**config.mk**
```make
export PLATFORM = sky130hd
export DESIGN_NAME = generic_fifo_d2xxd_unpack
export DESIGN_NICKNAME = d
export VERILOG_FILES = /design/src/rtl/generic_fifo_ptr_ctrl.sv /design/src/rtl/generic_fifo_d2xxd_unpack.sv
export SDC_FILE = /design/constraint.sdc
export NUM_CORES = 1
export LEC_CHECK = 0
export CAP_MARGIN = 15
export CORE_MARGIN = 1
export CORE_UTILIZATION = 30
export CTS_CLUSTER_SIZE = 10
export DETAILED_ROUTE_END_ITERATION = 8
export GPL_TIMING_DRIVEN = 1
export SETUP_SLACK_MARGIN = 0.15
export SYNTH_ARGS = -nofsm -noshare
export SYNTH_HDL_FRONTEND = slang
export SYNTH_HIERARCHICAL = 1
export SYNTH_SLANG_ARGS = --single-unit
```
**constraint.sdc**
```tcl
create_clock -name clk -period 2.81 [get_ports clk]
set_input_delay 0.281 -clock clk [delete_from_list [all_inputs] [get_ports clk]]
set_output_delay 0.281 -clock clk [all_outputs]
set_load 0.005 [all_outputs]
```
**src/rtl/generic_fifo_ptr_ctrl.sv**
```systemverilog
// Pointer, level and full/empty bookkeeping for a small register-file FIFO.
// Write and free requests must already be qualified by the caller.
module generic_fifo_ptr_ctrl #(
    parameter int PTR_WIDTH = 2
) (
    input  logic                 clk,
    input  logic                 reset_n,
    input  logic                 i_flush,
    input  logic                 i_wr_en,
    input  logic                 i_free_en,
    output logic [PTR_WIDTH-1:0] o_wr_ptr,
    output logic [PTR_WIDTH-1:0] o_rd_ptr,
    output logic [PTR_WIDTH:0]   o_level,
    output logic                 o_full,
    output logic                 o_empty
);

    localparam logic [PTR_WIDTH:0]   LEVEL_FULL = {1'b1, {PTR_WIDTH{1'b0}}};
    localparam logic [PTR_WIDTH:0]   LEVEL_ONE  = 1;
    localparam logic [PTR_WIDTH-1:0] PTR_ONE    = 1;

    logic [PTR_WIDTH-1:0] r_wr_ptr;
    logic [PTR_WIDTH-1:0] r_rd_ptr;
    logic [PTR_WIDTH:0]   r_level;

    // Pointers wrap naturally because NUM_OF_ENTRIES is a power of two.
    always_ff @(posedge clk or negedge reset_n) begin
        if (!reset_n) begin
            r_wr_ptr <= '0;
            r_rd_ptr <= '0;
            r_level  <= '0;
        end else if (i_flush) begin
            r_wr_ptr <= '0;
            r_rd_ptr <= '0;
            r_level  <= '0;
        end else begin
            if (i_wr_en)
                r_wr_ptr <= r_wr_ptr + PTR_ONE;
            if (i_free_en)
                r_rd_ptr <= r_rd_ptr + PTR_ONE;
            case ({i_wr_en, i_free_en})
                2'b10:   r_level <= r_level + LEVEL_ONE;
                2'b01:   r_level <= r_level - LEVEL_ONE;
                default: r_level <= r_level;
            endcase
        end
    end

    assign o_wr_ptr = r_wr_ptr;
    assign o_rd_ptr = r_rd_ptr;
    assign o_level  = r_level;
    assign o_full   = (r_level == LEVEL_FULL);
    assign o_empty  = (r_level == '0);

    a_level_bound: assert property (@(posedge clk) disable iff (!reset_n) r_level <= LEVEL_FULL);

endmodule

```
**src/rtl/generic_fifo_d2xxd_unpack.sv**
```systemverilog
// Width down-converter FIFO: buffers 2*DW-bit words and emits them as two DW-bit words.
// Handshakes: a beat moves on a port exactly when valid & ready are both high at the clock edge.
module generic_fifo_d2xxd_unpack #(
    parameter int PTR_WIDTH = 2,
    parameter int DW        = 10,
    parameter int LSB_FIRST = 1
) (
    input  logic                 clk,
    input  logic                 reset_n,
    input  logic                 flush,
    input  logic                 wr_valid,
    output logic                 wr_ready,
    input  logic [2*DW-1:0]      wrdata,
    output logic                 rd_valid,
    input  logic                 rd_ready,
    output logic [DW-1:0]        rddata,
    output logic [PTR_WIDTH:0]   level
);

    localparam int NUM_OF_ENTRIES = 2**PTR_WIDTH;

    logic [2*DW-1:0]      r_mem [NUM_OF_ENTRIES];
    logic                 r_half;
    logic [PTR_WIDTH-1:0] w_wr_ptr;
    logic [PTR_WIDTH-1:0] w_rd_ptr;
    logic                 w_full;
    logic                 w_empty;
    logic                 w_wr_en;
    logic                 w_rd_xfer;
    logic                 w_free;
    logic [2*DW-1:0]      w_entry;

    // Flush discards any write or read happening in the same cycle.
    assign w_wr_en   = wr_valid & wr_ready & ~flush;
    assign w_rd_xfer = rd_valid & rd_ready & ~flush;
    assign w_free    = w_rd_xfer & r_half;

    generic_fifo_ptr_ctrl #(
        .PTR_WIDTH (PTR_WIDTH)
    ) u_ptr_ctrl (
        .clk       (clk),
        .reset_n   (reset_n),
        .i_flush   (flush),
        .i_wr_en   (w_wr_en),
        .i_free_en (w_free),
        .o_wr_ptr  (w_wr_ptr),
        .o_rd_ptr  (w_rd_ptr),
        .o_level   (level),
        .o_full    (w_full),
        .o_empty   (w_empty)
    );

    always_ff @(posedge clk or negedge reset_n) begin
        if (!reset_n) begin
            for (int i = 0; i < NUM_OF_ENTRIES; i++)
                r_mem[i] <= '0;
        end else if (w_wr_en) begin
            r_mem[w_wr_ptr] <= wrdata;
        end
    end

    always_ff @(posedge clk or negedge reset_n) begin
        if (!reset_n)
            r_half <= 1'b0;
        else if (flush)
            r_half <= 1'b0;
        else if (w_rd_xfer)
            r_half <= ~r_half;
    end

    assign w_entry  = r_mem[w_rd_ptr];
    assign wr_ready = ~w_full;
    assign rd_valid = ~w_empty;

    // r_half=0 selects the half that goes out first for the configured order.
    always_comb begin
        rddata = w_entry[DW-1:0];
        if ((LSB_FIRST != 0) == r_half)
            rddata = w_entry[2*DW-1:DW];
    end

endmodule

```
==> impl_metrics.toml, run 1 <==
[logic_synthesis]
seq_area_frac_synth_pct = 53.7
syn_inst = 246
syn_nets = 272
yosysUniqueCellTypes = 21
synthFlopType = "dfrtp_1"
synthArstFlopShare_pct = 100
synth_area_mm2 = 0.00410
ys_warn_count = 6
syn_avg_cell_area_um2 = 16.7
synth_edf_count = 0
yosys_register_bits = 88

[final_layout]
layout.nets = 321
final_cell_mix = "mux2_2, dfrtp_1, clkdlybuf4s50_1, mux4_1, buf_4"
nFillCells = 1238
multi_input_area_mm2 = 0.00179
regArea_mm2 = 0.00220
layout-drive-gt1-share_pct = 39.8
syn2layout_area_growth_pct = 23.0
final_common_cell = "mux2_2"
antenna_cells = 0

[setup_path]
worstPathCellList = "buf_4, mux4_1, mux2_2, clkdlybuf4s50_1"
crit_required_ns = 2.53
crit_path_end = "rddata[0]"
crit_path_top_delay_cell = "mux4_1"
crit_path_end_kind = "output pin"
start_kind = "flip-flop"
r2r_setup_slack_ns = 0.56
worstRegToRegCells = 8
startpoint = "u_ptr_ctrl/o_rd_ptr[0]"
critPathMaxStageDelay_ns = 0.60
crit_type = "reg2out"
r2r-end = "u_ptr_ctrl/o_level[2]"
r2r_start = "u_ptr_ctrl/o_level[1]"
cp.arrival_ns = 2.25
critPathMaxFanout = 10

[sta]
min_period_ns = 2.53
max-slew-margin-rel_pct = 58.8
tightest_slew_ns = 0.618
maxSlewViolCount = 0
finClkSkew_ns = 0.00908
setup_viol = 0
setup_tns_ns = 0
fmax_mhz = 396
fin_crit_sh_pct = 89.9
rsz0062_at_grt = "false"
layout_setup_ws_ns = 0.283
hold_viol = 0

[clocking]
cts_hold_buf = 0
cts_buffer_depth = 2
cts_resized = 0
htreeDepth = 3
clk_pin_slew_ns = 0.06
cts_tree = "done"
clock-sinks = 88
clock_latency_ns = 0.33
cts_buffers = 9
root_buffer = "clkbuf_16"
post_cts_buffers = 0

[routing]
drc = 0
via_per_inst = 4.77
dr.first_iter.drc_count = 108
dr.pass1.iters = 4
wl_mm = 7.78
avgRoutedWirePerCell_um = 16.4
drt.antenna.violating_nets = 0
via_count = 2264

[pwr]
p_leak_nw = 2.22
p_per_area_mw_per_mm2 = 693
irDropWorstVdd_v = 0.000310

[floorplanning]
core_mm2 = 0.0133
fp.dieH_um = 119
pin_count = 40
die_x_um = 119
rows = 42
die_area_mm2 = 0.0141
initial_core_util_pct = 30.8

[global_routing]
grt_usage_pct = 11.9
grt_pass1_vias = 2466
grt_max_degree = 89
grt_util_met2_pct = 20.4
met1_usage_pct = 14.6
grt_pass1_wl_mm = 12.8
gr-total-overflow = 0
met3_usage_pct = 2.20
grt_busiest_layer = "met2"
antenna_found_initial = 0

[placement]
place_hpwl_mm = 5.09
finalWeightedCongestion = 0.683
port_buffers = 39
place_ws_ns = 0.296

[run_status]
status = "completed"

[job]
drv_cap = 0

[min_path]
hp-class = "in2async"
==> power breakdown <==
group | switching (mW) | internal, mW
Clock | 0.472 | 0.798
Combinational | 0.188 | 0.409
Sequential | 0.116 | 1.51
Total | 0.777 | 2.72
==> layout make-up <==
cell class,count,share of cell area [%]
Clock buffer,10,4.74
Tap cell,176,4.37
Multi-Input combinational cell,143,35.5
Clock inverter,5,1.61
Sequential cell,88,43.7
Timing Repair Buffer,51,9.93
Inverter,2,0.149
==> metal layers <==
layer / part of all wire, % / up-vias
li1: - / 1024
met1: 44 / 1202
met2: 51 / 26
met3: 2.6 / 12
met4: 1.9 / 0
met5: 0 / -
==> kinds of logic after synthesis <==
family	Yosys count	share of synthesized area, %
buffers and inverters	15	2.59
muxes	111	37.8
AOI/OAI and AO/OA	1	0.122
xor gates and xnor gates	7	1.50
DFF	88	53.7
and+or+nand+nor	23	3.79
adders and majority gates	1	0.488
==> metrics by stage <==
stage / hold WS, ns / cells / utilization [%] / power, mW / instance area [um^2]
4_1_cts: 0.212 / 473 / 37.6 / 3.53 / 5000
3_5_place_dp: 0.488 / 458 / 35.2 / 2.25 / 4680
2_1_floorplan: -0.0146 / 246 / - / 2.00 / 4100
5_1_grt: 0.360 / 475 / 37.9 / 3.67 / 5040
6_report: 0.347 / 475 / 37.9 / 3.49 / 5040
3_3_place_gp: 0.480 / 458 / 35.2 / 2.22 / 4680
==> registers in the layout (all words and copies together) (netlist names) <==
register and flops:
r_half 1, r_mem 80, u_ptr_ctrl/o_level 3, u_ptr_ctrl/o_rd_ptr 2, u_ptr_ctrl/o_wr_ptr 2
==> worst max-delay path, delay by kind of cell, from the launching register on <==
kind / cells / cell delay, ns
buffers and inverters: 2 / 0.67
flip-flops: 1 / 0.34
multiplexers: 2 / 0.90
==> synthesized netlist by cell type (3+ instances only) <==
cell type  number  area [um^2]
nor2_1          7         26.3
mux2_2         90         1010
mux4_1         20          526
buf_1           3         11.3
xnor2_1         4         35.0
nor3b_1         3         22.5
buf_2           4         20.0
xor2_1          3         26.3
buf_6           6         67.6
dfrtp_1        88         2200
and3b_1         3         26.3
==> worst min-delay path by stage <==
stage,start,to,slack [ns]
floorplan,reset_n,r_half,-0.01
global placement,r_mem[10],r_mem[10],0.48
detailed placement,r_mem[21],r_mem[21],0.49
CTS,reset_n,r_mem[6],0.21
global route,reset_n,r_mem[66],0.36
finish,reset_n,r_half,0.35
Note: power is estimated with default switching activity, not from simulation.
==> run 2, diff against run 1 <==
--- a/config.mk
+++ b/config.mk
@@ -8,6 +8,7 @@
 export CAP_MARGIN = 15
 export CORE_MARGIN = 1
 export CORE_UTILIZATION = 30
+export CTS_CLUSTER_DIAMETER = 200
 export CTS_CLUSTER_SIZE = 10
 export DETAILED_ROUTE_END_ITERATION = 8
 export GPL_TIMING_DRIVEN = 1
==> results of run 2 <==
Same layout as run 1: the final DEF is identical, and so are final timing and power.
==> run 3, diff against run 2 <==
--- a/config.mk
+++ b/config.mk
@@ -11,6 +11,7 @@
 export CTS_CLUSTER_DIAMETER = 200
 export CTS_CLUSTER_SIZE = 10
 export DETAILED_ROUTE_END_ITERATION = 8
+export DONT_BUFFER_PORTS = 1
 export GPL_TIMING_DRIVEN = 1
 export SETUP_SLACK_MARGIN = 0.15
 export SYNTH_ARGS = -nofsm -noshare
==> run 3 against run 2 <==
Sequential share of layout area is 3.7 points higher; clock power is 8% lower; routed wire length is 1.8% lower; largest cell class unchanged; fmax is 13% higher.
==> impl_metrics.toml, run 3 (synthesized netlist as in run 1, its figures left out) <==
[run_status]
status = "completed"

[placement]
place_hpwl_mm = 4.84
finalWeightedCongestion = 0.701
dp_cells = 418
port_buffers = 0

[setup_path]
start_kind = "flip-flop"
critPathMaxStageDelay_ns = 0.46
crit_path_top_delay_cell = "dfrtp_1"
critPathMaxFanout = 6
cp_top_family = "simple AND/OR/NAND/NOR gates"
startpoint = "u_ptr_ctrl/o_level[0]"
worstRegToRegCells = 8
crit_buf_inv = 0
worstPathCellList = "nor3_1, nor2b_1, and3b_1, nor2b_1, fa_1, and3b_1, o21ai_1, nor3b_1"
r2r_start = "u_ptr_ctrl/o_level[0]"
crit_required_ns = 3.05
crit_path_end_kind = "flip-flop"
r2r_setup_slack_ns = 0.58
r2r-end = "u_ptr_ctrl/o_level[2]"
cp.arrival_ns = 2.48
crit_type = "reg2reg"

[min_path]
min-delay-start = "flush"
hold_depth = 1
hp-class = "in2reg"
hold_path_end = "r_half"

[routing]
avgRoutedWirePerCell_um = 17.5
via_per_inst = 4.80
wl_mm = 7.64
via_count = 2098
drt.antenna.violating_nets = 0
drc = 0
dr.pass1.iters = 4
dr.first_iter.drc_count = 77

[clocking]
clk_pin_slew_ns = 0.06
cts_tree = "done"
htreeDepth = 3
clock-sinks = 88
clock_latency_ns = 0.33
root_buffer = "clkbuf_16"
post_cts_buffers = 0
cts_buffer_depth = 2
cts_buffers = 9

[final_layout]
final_cells = 437
syn2layout_area_growth_pct = 13.4
final_cell_mix = "mux2_2, dfrtp_1, mux4_1, clkbuf_16, buf_4"
final_common_cell = "mux2_2"
utilization_pct = 35.0
antenna_cells = 0
largest_reg_flops = 80
layout.nets = 283
layout-drive-gt1-share_pct = 44.1
largest-register = "r_mem"
nFillCells = 1265

[floorplanning]
core_mm2 = 0.0133
rows = 42
die_x_um = 119
fp.dieH_um = 119
initial_core_util_pct = 30.8
die_area_mm2 = 0.0141
pin_count = 40

[sta]
hold_viol = 0
finClkSkew_ns = 0.00472
maxSlewViolCount = 0
tightest_slew_ns = 0.659
hold_ws_ns = 0.0151
setup_tns_ns = 0
rsz0062_at_grt = "false"
fin_crit_sh_pct = 79.4
setup_viol = 0
fmax_mhz = 448
max-slew-margin-rel_pct = 56.1
min_period_ns = 2.23

[pwr]
irDropWorstVdd_v = 0.000292
p_per_area_mw_per_mm2 = 703
p_leak_nw = 2.06

[global_routing]
gr-total-overflow = 0
grt_busiest_layer = "met2"
met3_usage_pct = 4.36
grt_pass1_vias = 2278
grt_usage_pct = 12.2
met1_usage_pct = 14.7
grt_pass1_wl_mm = 12.8
antenna_found_initial = 0
grt_util_met2_pct = 19.5
grt_max_degree = 89

[job]
drv_cap = 0
run 3: metal layers:
| metal | share of wire [%] | up-vias |
|---|---|---|
| met5 | 0 | - |
| met4 | 1.5 | 0 |
| met3 | 6.1 | 9 |
| met2 | 49 | 30 |
| met1 | 43 | 1107 |
| li1 | - | 952 |
run 3: how the worst max path moves through the flow:
stage	endpoint	depth (start not counted)
after floorplan	u_ptr_ctrl/o_level[2]	8
after global placement	u_ptr_ctrl/o_level[2]	8
after detailed placement	u_ptr_ctrl/o_level[2]	8
after CTS	u_ptr_ctrl/o_level[2]	8
after global routing	u_ptr_ctrl/o_level[2]	8
final	u_ptr_ctrl/o_level[2]	8
run 3: stage by stage:
step,power [mW],setup WS [ns],cell area (um^2)
floorplan,2.00,0.754,4100
global placement,2.07,0.593,4300
detailed placement,2.10,0.592,4300
CTS,3.32,0.561,4650
global route,3.44,0.323,4650
finish,3.27,0.579,4650
run 3: worst register-to-register path, cell delays in order, from the launching register on:
cell	delay [ns]
dfrtp_1	0.46
nor3_1	0.25
nor2b_1	0.10
and3b_1	0.26
nor2b_1	0.17
fa_1	0.39
and3b_1	0.20
o21ai_1	0.12
nor3b_1	0.20
run 3: cell type report:
class / instances / area, um^2 / share of cell area (%)
Sequential cell: 88 / 2200 / 47.4
Multi-Input combinational cell: 143 / 1790 / 38.5
Clock buffer: 12 / 246 / 5.30
Tap cell: 176 / 220 / 4.74
Timing Repair Buffer: 13 / 138 / 2.96
Clock inverter: 3 / 42.5 / 0.915
Inverter: 2 / 7.51 / 0.162
run 3: report_power, final:
group          internal (mW)  total (mW)  leakage (nW)  switching (mW)
logic                  0.316       0.476         0.792           0.160
clock network          0.707        1.17         0.139           0.462
registers               1.51        1.62          1.13           0.113
run 3: what timing repair did:
action | CTS | global route
resized for setup | 0 | 0
hold endpoints to repair | 94 | 0
hold buffers | 4 | 0
